===== src/rtl/rv32_lsu.sv =====
// ---------------------------------------------------------------------------
// rv32_lsu : load/store execution unit for the RV32I core.
//
// Accepts one memory operation at a time from decode, runs the data-bus
// handshake, produces byte strobes and lane-replicated store data, and returns
// the aligned, sign/zero-extended load value for register writeback.
//
// Ports
//   clk, rst_n        core clock, asynchronous active-low reset
//   start             one-cycle request, sampled only while idle
//   mem_wr, mem_op    1 = store; op: LB/LH/LW/LBU/LHU or SB/SH/SW
//   addr, wdata       effective byte address, store data (rs2)
//   busy              high from accept through the done cycle
//   done, fault       one-cycle completion pulse, fault qualifier
//   rdata             extended load result, valid with done
//   mem_req, mem_we   bus request (held until mem_ready), write enable
//   mem_addr          word-aligned bus address
//   mem_wstrb         byte write strobes (0000 on reads)
//   mem_wdata         lane-replicated store data
//   mem_ready         bus completion, mem_rdata valid the same cycle
//   mem_rdata         read word
//
// Optional build macro
//   LSU_TIMEOUT_EN    enables a watchdog that faults the access after
//                     TIMEOUT_CYCLES request cycles without mem_ready.
// ---------------------------------------------------------------------------
module rv32_lsu #(
  parameter int ADDR_W         = 32,
  parameter int TIMEOUT_CYCLES = 16
) (
  input  logic              clk,
  input  logic              rst_n,
  input  logic              start,
  input  logic              mem_wr,
  input  logic [2:0]        mem_op,
  input  logic [ADDR_W-1:0] addr,
  input  logic [31:0]       wdata,
  output logic              busy,
  output logic              done,
  output logic              fault,
  output logic [31:0]       rdata,
  output logic              mem_req,
  output logic              mem_we,
  output logic [ADDR_W-1:0] mem_addr,
  output logic [3:0]        mem_wstrb,
  output logic [31:0]       mem_wdata,
  input  logic              mem_ready,
  input  logic [31:0]       mem_rdata
);

  typedef enum logic [1:0] {
    S_IDLE  = 2'd0,
    S_REQ   = 2'd1,
    S_DONE  = 2'd2,
    S_FAULT = 2'd3
  } state_t;

  // Access size classes shared by loads and stores.
  localparam logic [1:0] SZ_BYTE = 2'd0;
  localparam logic [1:0] SZ_HALF = 2'd1;
  localparam logic [1:0] SZ_WORD = 2'd2;

  state_t state, state_nxt;

  // Request captured at accept.
  logic              wr_p0;
  logic [2:0]        op_p0;
  logic [ADDR_W-3:0] word_p0;
  logic [1:0]        lane_p0;
  logic [31:0]       wdata_p0;

  // Registered load result.
  logic [31:0]       rdata_p1;

  logic              accept;
  logic              load_cpl;

  // -------------------------------------------------------------------------
  // Decode helpers
  // -------------------------------------------------------------------------
  // LB/LBU/SB -> byte, LH/LHU/SH -> half, LW/SW -> word.
  function automatic logic [1:0] f_size(input logic [2:0] op);
    logic [1:0] sz;
    case (op)
      3'b010:         sz = SZ_WORD;
      3'b001, 3'b100: sz = SZ_HALF;
      default:        sz = SZ_BYTE;
    endcase
    return sz;
  endfunction

  function automatic logic f_illegal(input logic wr, input logic [2:0] op);
    return wr ? (op > 3'b010) : (op > 3'b100);
  endfunction

  function automatic logic f_misaligned(input logic [2:0] op, input logic [1:0] lane);
    logic [1:0] sz;
    sz = f_size(op);
    return ((sz == SZ_HALF) && lane[0]) || ((sz == SZ_WORD) && (lane != 2'b00));
  endfunction

  function automatic logic [3:0] f_strobe(input logic [2:0] op, input logic [1:0] lane);
    logic [3:0] strb;
    case (f_size(op))
      SZ_WORD: strb = 4'b1111;
      SZ_HALF: strb = 4'b0011 << {lane[1], 1'b0};
      default: strb = 4'b0001 << lane;
    endcase
    return strb;
  endfunction

  function automatic logic [31:0] f_store_data(input logic [2:0] op, input logic [31:0] wd);
    logic [31:0] rep;
    case (f_size(op))
      SZ_WORD: rep = wd;
      SZ_HALF: rep = {2{wd[15:0]}};
      default: rep = {4{wd[7:0]}};
    endcase
    return rep;
  endfunction

  // Pick the addressed lane and extend it; signed locals carry the sign bit
  // into the upper bits on assignment to the 32-bit signed result.
  function automatic logic [31:0] f_load_extract(input logic [2:0]  op,
                                                 input logic [1:0]  lane,
                                                 input logic [31:0] word);
    logic [31:0]        sh_b;
    logic [31:0]        sh_h;
    logic signed [7:0]  b_s;
    logic signed [15:0] h_s;
    logic signed [31:0] ext;
    sh_b = word >> {lane, 3'b000};
    sh_h = word >> {lane[1], 4'b0000};
    b_s  = signed'(sh_b[7:0]);
    h_s  = signed'(sh_h[15:0]);
    case (op)
      3'b000:  ext = b_s;
      3'b001:  ext = h_s;
      3'b011:  ext = signed'({24'd0, sh_b[7:0]});
      3'b100:  ext = signed'({16'd0, sh_h[15:0]});
      default: ext = signed'(word);
    endcase
    return unsigned'(ext);
  endfunction

  assign accept   = (state == S_IDLE) && start;
  assign load_cpl = (state == S_REQ) && mem_ready && !wr_p0;

  // -------------------------------------------------------------------------
  // Optional request watchdog
  // -------------------------------------------------------------------------
`ifdef LSU_TIMEOUT_EN
  localparam int               CNT_W    = $clog2(TIMEOUT_CYCLES) + 1;
  localparam logic [CNT_W-1:0] CNT_LAST = CNT_W'(TIMEOUT_CYCLES - 1);

  logic [CNT_W-1:0] wait_cnt;
  logic             timed_out;

  // Cleared outside REQ so every access starts counting from zero.
  always_ff @(posedge clk or negedge rst_n) begin
    if (!rst_n) begin
      wait_cnt <= '0;
    end else if (state != S_REQ) begin
      wait_cnt <= '0;
    end else if (!mem_ready) begin
      wait_cnt <= wait_cnt + CNT_W'(1);
    end
  end

  // Last permitted REQ cycle with no ready; a ready on this cycle still wins
  // because the REQ branch tests mem_ready first.
  assign timed_out = (wait_cnt == CNT_LAST);
`else
  logic timed_out;
  logic unused_timeout_cfg;
  assign timed_out          = 1'b0;
  assign unused_timeout_cfg = (TIMEOUT_CYCLES != 0);
`endif

  // -------------------------------------------------------------------------
  // FSM state register
  // -------------------------------------------------------------------------
  always_ff @(posedge clk or negedge rst_n) begin
    if (!rst_n) begin
      state <= S_IDLE;
    end else begin
      state <= state_nxt;
    end
  end

  // -------------------------------------------------------------------------
  // FSM next state and outputs
  // -------------------------------------------------------------------------
  // Bus outputs are gated by REQ so they read zero in every other state,
  // including reset, without resetting the captured request registers.
  always_comb begin
    state_nxt = state;
    busy      = 1'b0;
    done      = 1'b0;
    fault     = 1'b0;
    mem_req   = 1'b0;
    mem_we    = 1'b0;
    mem_addr  = '0;
    mem_wstrb = 4'b0000;
    mem_wdata = 32'd0;
    rdata     = rdata_p1;

    case (state)
      S_IDLE: begin
        if (start) begin
          if (f_illegal(mem_wr, mem_op) || f_misaligned(mem_op, addr[1:0])) begin
            state_nxt = S_FAULT;
          end else begin
            state_nxt = S_REQ;
          end
        end
      end
      S_REQ: begin
        busy     = 1'b1;
        mem_req  = 1'b1;
        mem_we   = wr_p0;
        mem_addr = {word_p0, 2'b00};
        if (wr_p0) begin
          mem_wstrb = f_strobe(op_p0, lane_p0);
          mem_wdata = f_store_data(op_p0, wdata_p0);
        end
        if (mem_ready) begin
          state_nxt = S_DONE;
        end else if (timed_out) begin
          state_nxt = S_FAULT;
        end
      end
      S_DONE: begin
        busy      = 1'b1;
        done      = 1'b1;
        state_nxt = S_IDLE;
      end
      S_FAULT: begin
        busy      = 1'b1;
        done      = 1'b1;
        fault     = 1'b1;
        state_nxt = S_IDLE;
      end
      default: begin
        state_nxt = S_IDLE;
      end
    endcase
  end

  // -------------------------------------------------------------------------
  // Stage p0: request capture at accept
  // -------------------------------------------------------------------------
  always_ff @(posedge clk) begin
    if (accept) begin
      wr_p0    <= mem_wr;
      op_p0    <= mem_op;
      word_p0  <= addr[ADDR_W-1:2];
      lane_p0  <= addr[1:0];
      wdata_p0 <= wdata;
    end
  end

  // -------------------------------------------------------------------------
  // Stage p1: load result register
  // -------------------------------------------------------------------------
  // Cleared on any entry to FAULT so a faulting access reports zero; stores
  // leave the previous value in place.
  always_ff @(posedge clk or negedge rst_n) begin
    if (!rst_n) begin
      rdata_p1 <= 32'd0;
    end else if (state_nxt == S_FAULT) begin
      rdata_p1 <= 32'd0;
    end else if (load_cpl) begin
      rdata_p1 <= f_load_extract(op_p0, lane_p0, mem_rdata);
    end
  end

endmodule


===== config.mk =====
export PLATFORM = sky130hd
export DESIGN_NAME = rv32_lsu
export DESIGN_NICKNAME = d
export VERILOG_FILES = /design/src/rtl/rv32_lsu.sv
export SDC_FILE = /design/constraint.sdc
export NUM_CORES = 1
export LEC_CHECK = 0
export ABC_AREA = 1
export ABC_CLOCK_PERIOD_IN_PS = 6500
export CORE_UTILIZATION = 34
export DETAILED_ROUTE_END_ITERATION = 6
export PLACE_DENSITY = 0.66
export REMOVE_ABC_BUFFERS = 1
export SLEW_MARGIN = 5
export SYNTH_ARGS = -nofsm -noshare
export SYNTH_HDL_FRONTEND = slang
export SYNTH_SLANG_ARGS = --single-unit

===== constraint.sdc =====
create_clock -name clk -period 6.5 [get_ports clk]
set_input_delay 0.65 -clock clk [delete_from_list [all_inputs] [get_ports clk]]
set_output_delay 0.65 -clock clk [all_outputs]
set_load 0.005 [all_outputs]

==> flow_summary_export.csv, run 1 <==
group,metric,value,unit
outcome,status,"complete, but fails checks",
outcome,violations,"DRC",
power_and_ir_drop,ir_drop,0.000163,V
routing,drc,30,
clock_tree,cts_tree,"built",
floorplan,core_area,14600,um^2
grt,busiest_layer,"met2",
floorplan,rows,44,
synth,synth_edf_count,68,
grt,grt_use_met2,33.4,%
worst_setup_path,cp_data_required_time,5.85,ns
floorplan,die_w,125,um
clock_tree,htree_levels,3,
routing,wl_per_cell,16.8,um
worst_setup_path,ff2ff_setup_slack,3.76,ns
timing,hold_violations,0,
worst_setup_path,startpoint_type,"flop",
synth,ys_types,33,
clock_tree,hold_buffers,0,
routing,drtIter0Drc,292,
timing,fin_crit_sh,62.1,%
timing,fmax,248,MHz
synth,yosys.area.top_type_share,39.8,%
worst_setup_path,worstSetupEndpointType,"output pin",
synth,post-synth-top-count-cell,"nand2_1",
grt,grt_use_met3,7.43,%
routing,first_pass_iters,7,
floorplan,die_area,15600,um^2
worst_hold_path,hp-start,"rdata[0]$_DFFE_PN0P_",
worst_setup_path,rr_worst_depth,6,
timing,fin_setup_tns,0,ns
grt,track_usage,20.6,%
clock_tree,clk_pin_slew_worst_paths,0.07,ns
synth,ys_seq_area_share,56.4,%
synth,yosysTopAreaCell,"edfxtp_1",
power_and_ir_drop,p_per_area,366,nW/um^2
timing,relSlewSlack,36.0,%
worst_setup_path,r2r_start,"state[0]$_DFF_PN0_",
power_and_ir_drop,p_leak,3.17,nW
routing,wl,15.8,mm
routing,ant_nets,0,
grt,antenna_found_initial,1,
routing,vias_per_cell,4.95,
grt,grt_max_degree,70,
worst_setup_path,cp.arrival,3.39,ns
job,cap_violations,0,
final_layout,syn_to_final_growth,47.8,%
routing,vias,4667,
synth,netlist_instances,568,
timing,tightest_slew,0.959,ns
worst_setup_path,cp_max_fo,20,
synth,synth_common_cells,"nand2_1 (100), nor2_1 (95), edfxtp_1 (68)",
clock_tree,clock-root-buffer,"clkbuf_16",
synth,synthesis.area,5130,um^2
power_and_ir_drop,totalPowerFinal,2.78,mW
final_layout,final_layout_size_suffix_gt1_share,7.52,%
placed_design,port_buffers,206,
clock_tree,clockBufferDepth,2,
clock_tree,cts_sinks,102,
clock_tree,ctsResizeCount,0,
placed_design,place_congestion,0.836,
floorplan,io_pins,209,
clock_tree,clk-insertion-delay-late,0.35,ns
worst_setup_path,reg2reg_to,"rdata[26]$_DFFE_PN0P_",
synth,avgSynthCellArea,9.02,um^2
worst_setup_path,worstSetupPathType,"reg -> out",
synth,ys_seq_elements,102,
timing,finalClockSkew,0.00675,ns
clock_tree,cts_buffers,9,
floorplan,start_util,35.0,%
worst_hold_path,worstHoldEndpoint,"rdata[0]$_DFFE_PN0P_",
grt,grt_overflow,0,
worst_hold_path,hold_class,"reg -> reg",
grt,grt_pass1_vias,4652,
timing,drv_slew,0,
timing,rsz0062_at_grt,"false",
clock_tree,postCtsSetupBuffers,0,
synth,synthTopCellsByArea,"edfxtp_1 (40%), dfrtp_1 (17%), nand2_1 (7.3%)",
synth,async_reset_ff_share,33.3,%
synth,synth_ff_type,"edfxtp_1",
final_layout,fin_nets,859,
worst_hold_path,hold_depth,2,
timing,fin_hold_ws,0.508,ns
grt,grt_first_pass_wirelength,24.7,mm
synth,yosys_warnings,0,
final_layout,num-fill-cells,1350,
timing,period_needed,4.04,ns
timing,finalSetupViolCount,0,
floorplan,die_h,125,um
placed_design,hpwlAfterDp,11.3,mm
grt,met1_usage,25.8,%
-- metal layers --
metal  up-vias  routed length [um]
li1       2246                   -
met1      2168                6620
met2       239                7220
met3        14                1780
met4         0                 197
met5         -                   0
-- worst max-delay path, stage by stage, from the launching register on --
cell,delay (ns)
edfxtp_1,0.55
o21ai_1,0.33
nor2_4,0.11
ha_1,0.47
inv_1,0.54
o21ai_0,0.29
nor2_1,0.20
clkdlybuf4s50_1,0.55
-- report_power, final --
| part | internal [mW] | switching [mW] |
|---|---|---|
| sequential | 0.912 | 0.113 |
| clock | 0.341 | 0.243 |
| combinational | 0.571 | 0.595 |
| total | 1.82 | 0.951 |
-- cells in the final DEF, fill, tap and decap left out, drive strengths merged, types with 12 or more instances in the layout --
cell type      netlist  layout
clkdlybuf4s50        0     206
clkbuf              12      12
nor2               101     101
nand3               33      33
inv                 66      68
a21oi               40      40
o21ai               61      61
edfxtp              68      68
dfrtp               34      34
nand2              104     104
-- worst max-delay path by stage --
stage                       startpoint  slack [ns]  cells past startpoint                     to
finish              op_p0[0]$_DFFE_PP_        2.46                      7          mem_wdata[13]
CTS                 op_p0[0]$_DFFE_PP_        2.48                      7          mem_wdata[18]
global route        op_p0[0]$_DFFE_PP_        2.25                      7          mem_wdata[13]
detailed placement  op_p0[0]$_DFFE_PP_        2.89                      7          mem_wdata[13]
global placement    op_p0[0]$_DFFE_PP_        2.97                      7          mem_wdata[18]
floorplan                        start        2.81                      5  rdata[16]$_DFFE_PN0P_
-- cell type report --
| cell class | count | area (um^2) | area share (%) |
|---|---|---|---|
| flip-flops and latches | 102 | 2890 | 38.2 |
| clock inverters | 4 | 77.6 | 1.02 |
| clock buffers | 12 | 236 | 3.12 |
| repair buffers | 209 | 2080 | 27.5 |
| inverters | 66 | 253 | 3.34 |
| well taps | 184 | 230 | 3.04 |
| multi-input cells | 365 | 1800 | 23.7 |
| diodes | 1 | 2.50 | 0.0330 |
-- cells by family after synthesis --
| group | count (synthesis) | share of synthesized area (%) |
|---|---|---|
| buf+inv | 102 | 8.84 |
| flops | 102 | 56.4 |
| simple gates | 244 | 20.5 |
| fa+ha+maj | 2 | 0.488 |
| other cells | 1 | 0.0732 |
| compound gates | 117 | 13.7 |
-- registers in the layout, summed over array words and instances, names as in the netlist --
name / flops
op_p0: 3
wdata_p0: 32
lane_p0: 2
state: 2
word_p0: 30
wr_p0: 1
rdata: 32
-- per-stage QoR --
step,util (%),cells,instance area [um^2],setup WS (ns)
5_1_grt,51.7,943,7570,2.25
6_report,51.7,943,7570,2.46
3_5_place_dp,49.6,926,7260,2.89
2_1_floorplan,-,533,4930,2.81
3_3_place_gp,49.6,926,7260,2.97
4_1_cts,51.7,942,7570,2.48
Power figures use the tool's default switching activity.
==> inputs of run 2 (changes only) <==
Settings changed: ABC_CLOCK_PERIOD_IN_PS 6500 to 3350, PLACE_DENSITY 0.66 to 0.68.
Clock period 6.5 ns to 3.35 ns, I/O delays scaled along.
==> run 2 against run 1 <==
- the flow still finishes with violations (DRC)
- total power up 96%
- register-to-register slack worse by 2.5 ns
- via count up 1.9%
- final cell count up 1.1%
- sequential share of layout area down 0.51 points
- combinational power up 100%
- non-clock buffer count up 11
==> flow_summary_export.csv, run 2 (same netlist as run 1, synthesis figures left out) <==
group,metric,value,unit
outcome,status,"complete, but fails checks",
outcome,violations,"DRC",
routing,drtIter0Drc,309,
worst_setup_path,cpMaxStageDelayCell,"edfxtp_1",
floorplan,die_area,15600,um^2
timing,finalClockSkew,0.00806,ns
routing,wl_per_cell,17.2,um
power_and_ir_drop,combinationalPowerShare,43.7,%
power_and_ir_drop,clockPowerShare,20.2,%
timing,worst_slack,0.109,ns
final_layout,mostFrequentLayoutCells,"clkdlybuf4s50_1 (206), nand2_1 (99), nor2_1 (95)",
floorplan,rows,44,
final_layout,fin_nets,870,
routing,first_pass_iters,7,
routing,wl,16.4,mm
floorplan,core_area,14600,um^2
clock_tree,clk-insertion-delay-late,0.35,ns
floorplan,die_w,125,um
worst_setup_path,cp_max_fo,20,
grt,grt_overflow,0,
clock_tree,cts_sinks,102,
clock_tree,clockBufferDepth,2,
power_and_ir_drop,internal-power,3.52,mW
power_and_ir_drop,p_leak,3.22,nW
final_layout,syn_to_final_growth,49.8,%
timing,tightest_slew,0.861,ns
timing,period_needed,3.24,ns
grt,grt_max_degree,69,
placed_design,place_congestion,0.856,
placed_design,hpwlAfterDp,12.0,mm
worst_setup_path,startpoint_type,"flop",
routing,vias,4754,
routing,drc,28,
final_layout,final_layout_size_suffix_gt1_share,9.75,%
clock_tree,hold_buffers,0,
worst_hold_path,hold_class,"in -> async",
floorplan,start_util,35.0,%
timing,relSlewSlack,42.6,%
timing,finalSetupViolCount,0,
routing,ant_nets,0,
power_and_ir_drop,p_switching,1.91,mW
clock_tree,htree_levels,3,
power_and_ir_drop,ir_drop,0.000358,V
timing,hold_violations,0,
grt,track_usage,21.1,%
power_and_ir_drop,swShare,35.2,%
worst_setup_path,worstSetupEndpointType,"output pin",
grt,antenna_found_initial,0,
worst_setup_path,worstSetupPathType,"reg -> out",
worst_setup_path,cpPeakStageDelay,0.47,ns
routing,vias_per_cell,4.99,
clock_tree,clk_pin_slew_worst_paths,0.07,ns
worst_setup_path,cp_data_required_time,3.01,ns
final_layout,fin_area,7680,um^2
clock_tree,cts_tree,"built",
timing,fin_crit_sh,96.8,%
timing,rsz0062_at_grt,"false",
placed_design,pre_cts_ws,0.365,ns
power_and_ir_drop,p_per_area,708,nW/um^2
placed_design,post_dp_cell_area,7320,um^2
grt,grt_pass1_vias,4679,
floorplan,io_pins,209,
power_and_ir_drop,pwr-share-seq,36.1,%
timing,drv_slew,0,
worst_setup_path,crit_top_cell,"buf_4",
job,cap_violations,0,
final_layout,diodes,0,
clock_tree,cts_buffers,9,
timing,fmax,309,MHz
grt,grt_first_pass_wirelength,25.1,mm
final_layout,final_common_cell,"clkdlybuf4s50_1",
floorplan,die_h,125,um
clock_tree,clock-root-buffer,"clkbuf_16",
worst_setup_path,cp.arrival,2.91,ns
placed_design,port_buffers,206,
worst_setup_path,path_cells,"buf_4 > nand2_4 > inv_4 > nor2_4 > inv_1 > ha_1 > buf_4 > a221oi_1 > nor2_1 > clkdlybuf4s50_1",
[run 2: cell types whose count changed in the layout (fill, tap and decap cells not counted), moves of 2 or more]
cell	delta
buf_4	+11
clkinv_4	+2
clkinvlp_4	+2
o21ai_0	-3
o21ai_1	+2
inv_8	+2
clkbuf_1	-3
[run 2: final timing paths]
kind,endpoint,from,slack (ns),cells after the start
min in group clk,rdata[4]$_DFFE_PN0P_,rdata[4]$_DFFE_PN0P_,0.51,2
setup reg to reg,rdata[23]$_DFFE_PN0P_,op_p0[0]$_DFFE_PP_,1.24,9
hold reg to reg,rdata[4]$_DFFE_PN0P_,rdata[4]$_DFFE_PN0P_,0.51,2
setup / recovery,mem_wdata[16],op_p0[0]$_DFFE_PP_,0.11,10
max in group asynchronous,rdata[30]$_DFFE_PN0P_,rst_n,2.63,2
hold / removal,rdata[1]$_DFFE_PN0P_,rst_n,0.40,2
[run 2: metal layers]
metal | vias up | wire length (um) | GRT usage [%]
li1 | 2260 | - | -
met1 | 2215 | 6900 | 26.7
met2 | 258 | 7590 | 34.2
met3 | 21 | 1560 | 6.01
met4 | 0 | 321 | 7.99
met5 | - | 0 | 0
[run 2: metrics by stage]
step / power [mW] / setup TNS [ns] / std cells / utilization [%] / hold slack (ns)
floorplan: 2.99 / -10.10 / 533 / - / 0.0394
global placement: 4.28 / 0 / 934 / 50.0 / 0.498
detailed placement: 4.33 / 0 / 934 / 50.0 / 0.498
CTS: 5.44 / 0 / 950 / 52.1 / 0.407
global route: 5.75 / 0 / 953 / 52.4 / 0.466
finish: 5.43 / 0 / 953 / 52.4 / 0.405
[run 2: repair_timing]
action / CTS / global route
setup buffers: 0 / 3
endpoints found under the setup margin: 1 / 20
hold endpoints to repair: 0 / 0
resized for setup: 1 / 7
[run 2: layout make-up]
class	count	area, um^2
fill	1312	6970
sequential	102	2890
inverter	66	256
clock buffer	9	225
multi-input combinational	365	1820
timing repair buffer	220	2170
clock inverter	7	86.3
tap	184	230
[run 2: power groups by stage]
stage / clock network [mW] / logic (mW) / registers, mW
2_1_floorplan: 0 / 1.02 / 1.98
3_3_place_gp: 0 / 2.31 / 1.97
3_5_place_dp: 0 / 2.34 / 1.99
4_1_cts: 1.12 / 2.36 / 1.96
5_1_grt: 1.17 / 2.59 / 2.00
6_report: 1.10 / 2.37 / 1.96
[run 2: worst max-delay path: cells and delay by family (launching register included)]
| kind | cells | cell delay, ns |
|---|---|---|
| buf+inv | 5 | 1.02 |
| flops | 1 | 0.47 |
| fa+ha+maj | 1 | 0.28 |
| simple gates | 3 | 0.41 |
| compound gates | 1 | 0.36 |
==> inputs of run 3 (changes only) <==
Settings changed: MAX_ROUTING_LAYER from default to met4.
==> run 3 against run 2 <==
- the run still ends with DRC left
- first-iteration DRC count is 32% higher
- combinational power hardly changed
- register-to-register slack better by 0.07 ns
- total power is 2.6% lower
- die area stayed put
- hold slack better by 0.012 ns
- critical path type unchanged
- core utilization is 0.53 points lower
- clock-buffer cell count is 2 higher
- global-route usage is 0.36 points higher
- highest routed layer unchanged
- clock skew is 0.0014 ns lower
==> flow_summary_export.csv, run 3 (same netlist as run 1, synthesis figures left out) <==
group,metric,value,unit
routing,wl,16.1,mm
clock_tree,cts_tree,"built",
power_and_ir_drop,ir_drop,0.000328,V
worst_setup_path,worstSetupPathType,"reg -> out",
grt,grt_overflow,0,
timing,finalSetupViolCount,0,
timing,tightest_slew,0.881,ns
worst_setup_path,ff2ff_setup_slack,1.31,ns
routing,wl_per_cell,17.0,um
clock_tree,clk_pin_slew_worst_paths,0.07,ns
outcome,violations,"DRC",
final_layout,final_common_cell,"clkdlybuf4s50_1",
worst_setup_path,cp_data_required_time,3.01,ns
worst_setup_path,critPathTopFamily,"buffers and inverters",
clock_tree,clockBufferDepth,2,
worst_setup_path,path_cells,"inv_2 > o21ai_2 > nor2_4 > ha_2 > inv_2 > buf_4 > o21ai_0 > nor2_1 > clkdlybuf4s50_1",
worst_setup_path,startpoint_type,"flop",
worst_setup_path,crit_top_cell,"inv_2",
worst_setup_path,reg2reg_to,"rdata[24]$_DFFE_PN0P_",
clock_tree,htree_levels,3,
final_layout,mostFrequentLayoutCells,"clkdlybuf4s50_1 (206), nand2_1 (99), nor2_1 (95)",
grt,grt_pass1_vias,4737,
timing,relSlewSlack,41.3,%
clock_tree,clock-root-buffer,"clkbuf_16",
clock_tree,clk-insertion-delay-late,0.35,ns
routing,drtIter0Drc,407,
floorplan,die_h,125,um
worst_setup_path,worstSetupEndpointType,"output pin",
final_layout,postLayoutCoreUtil,51.9,%
routing,drc,29,
grt,grt_first_pass_wirelength,24.8,mm
worst_hold_path,hold_class,"in -> async",
clock_tree,hold_buffers,0,
job,cap_violations,0,
floorplan,rows,44,
timing,rsz0062_at_grt,"true",
timing,drv_slew,0,
grt,track_usage,21.5,%
power_and_ir_drop,p_per_area,697,nW/um^2
worst_setup_path,rr_worst_depth,8,
timing,fmax,315,MHz
worst_setup_path,r2r_start,"op_p0[0]$_DFFE_PP_",
timing,fin_crit_sh,94.8,%
floorplan,die_area,15600,um^2
floorplan,die_w,125,um
timing,hold_violations,0,
clock_tree,cts_sinks,102,
worst_setup_path,cpMaxStageDelayCell,"clkdlybuf4s50_1",
final_layout,final_layout_size_suffix_gt1_share,9.01,%
routing,vias,4725,
worst_setup_path,cp.depth,9,
placed_design,port_buffers,206,
worst_setup_path,cp_max_fo,12,
floorplan,io_pins,209,
final_layout,num-fill-cells,1322,
final_layout,syn_to_final_growth,48.3,%
worst_setup_path,cpPeakStageDelay,0.55,ns
worst_setup_path,cp.arrival,2.84,ns
worst_setup_path,critPathBufInv,4,
grt,antenna_found_initial,0,
placed_design,hpwlAfterDp,11.7,mm
routing,vias_per_cell,4.97,
final_layout,diodes,0,
timing,finalClockSkew,0.00667,ns
routing,ant_nets,0,
clock_tree,cts_buffers,9,
grt,grt_max_degree,69,
placed_design,place_congestion,0.851,
power_and_ir_drop,p_leak,3.19,nW
floorplan,start_util,35.0,%
floorplan,core_area,14600,um^2
outcome,status,"complete, but fails checks",
timing,fin_hold_ws,0.416,ns
final_layout,fin_nets,867,
timing,period_needed,3.18,ns
routing,first_pass_iters,7,
## run 3: cell types whose count changed in the layout (fill, tap and decap cells not counted), moves of 2 or more
cell,previous run,this run
buf_4,14,11
o21ai_0,46,49
o21ai_1,4,1
clkbuf_1,0,2
inv_8,2,0
## run 3: power by group
| group | leakage [nW] | switching, mW | internal (mW) | total (mW) |
|---|---|---|---|---|
| combinational | 1.97 | 1.20 | 1.14 | 2.34 |
| clock | 0.131 | 0.484 | 0.513 | 0.997 |
| sequential | 1.09 | 0.190 | 1.77 | 1.96 |
| total | 3.19 | 1.87 | 3.42 | 5.29 |
## run 3: stage by stage
stage	power, mW	area, um^2	TNS (ns)	cells	worst slack, ns
5_1_grt	5.62	7600	-0.0301	950	-0.0301
4_1_cts	5.34	7600	0	950	0.0793
2_1_floorplan	2.99	4930	-10.10	533	-0.329
3_3_place_gp	4.27	7310	0	933	0.532
3_5_place_dp	4.32	7310	0	933	0.341
6_report	5.29	7600	0	950	0.174
## run 3: layout make-up
cell class | instances | area [um^2] | area share, %
well taps | 184 | 230 | 3.03
clock inverters | 5 | 42.5 | 0.560
multi-input cells | 365 | 1800 | 23.7
clock buffers | 11 | 233 | 3.06
flip-flops and latches | 102 | 2890 | 38.1
inverters | 66 | 253 | 3.33
repair buffers | 217 | 2140 | 28.2
## run 3: metal layers
layer / share of wire, % / track usage [%] / vias to the layer above
li1: - / - / 2252
met1: 43 / 27.5 / 2194
met2: 45 / 32.7 / 261
met3: 9.8 / 5.54 / 18
met4: 1.8 / 7.84 / 0
met5: 0 / - / -
## run 3: worst max-delay path by stage
stage | from | end | slack, ns
5_1_grt | op_p0[1]$_DFFE_PP_ | mem_wdata[30] | -0.03
2_1_floorplan | state[1]$_DFF_PN0_ | rdata[10]$_DFFE_PN0P_ | -0.33
3_5_place_dp | op_p0[0]$_DFFE_PP_ | mem_wdata[30] | 0.34
6_report | op_p0[1]$_DFFE_PP_ | mem_wdata[30] | 0.17
4_1_cts | op_p0[1]$_DFFE_PP_ | mem_wdata[30] | 0.08
3_3_place_gp | op_p0[0]$_DFFE_PP_ | mem_wdata[20] | 0.53
## run 3: timing repair
action / CTS / global route
resized for setup: 1 / 2
endpoints found under the hold margin: 0 / 0
setup buffers: 1 / 0
setup endpoints to repair: 1 / 11
pin swaps: 0 / 0
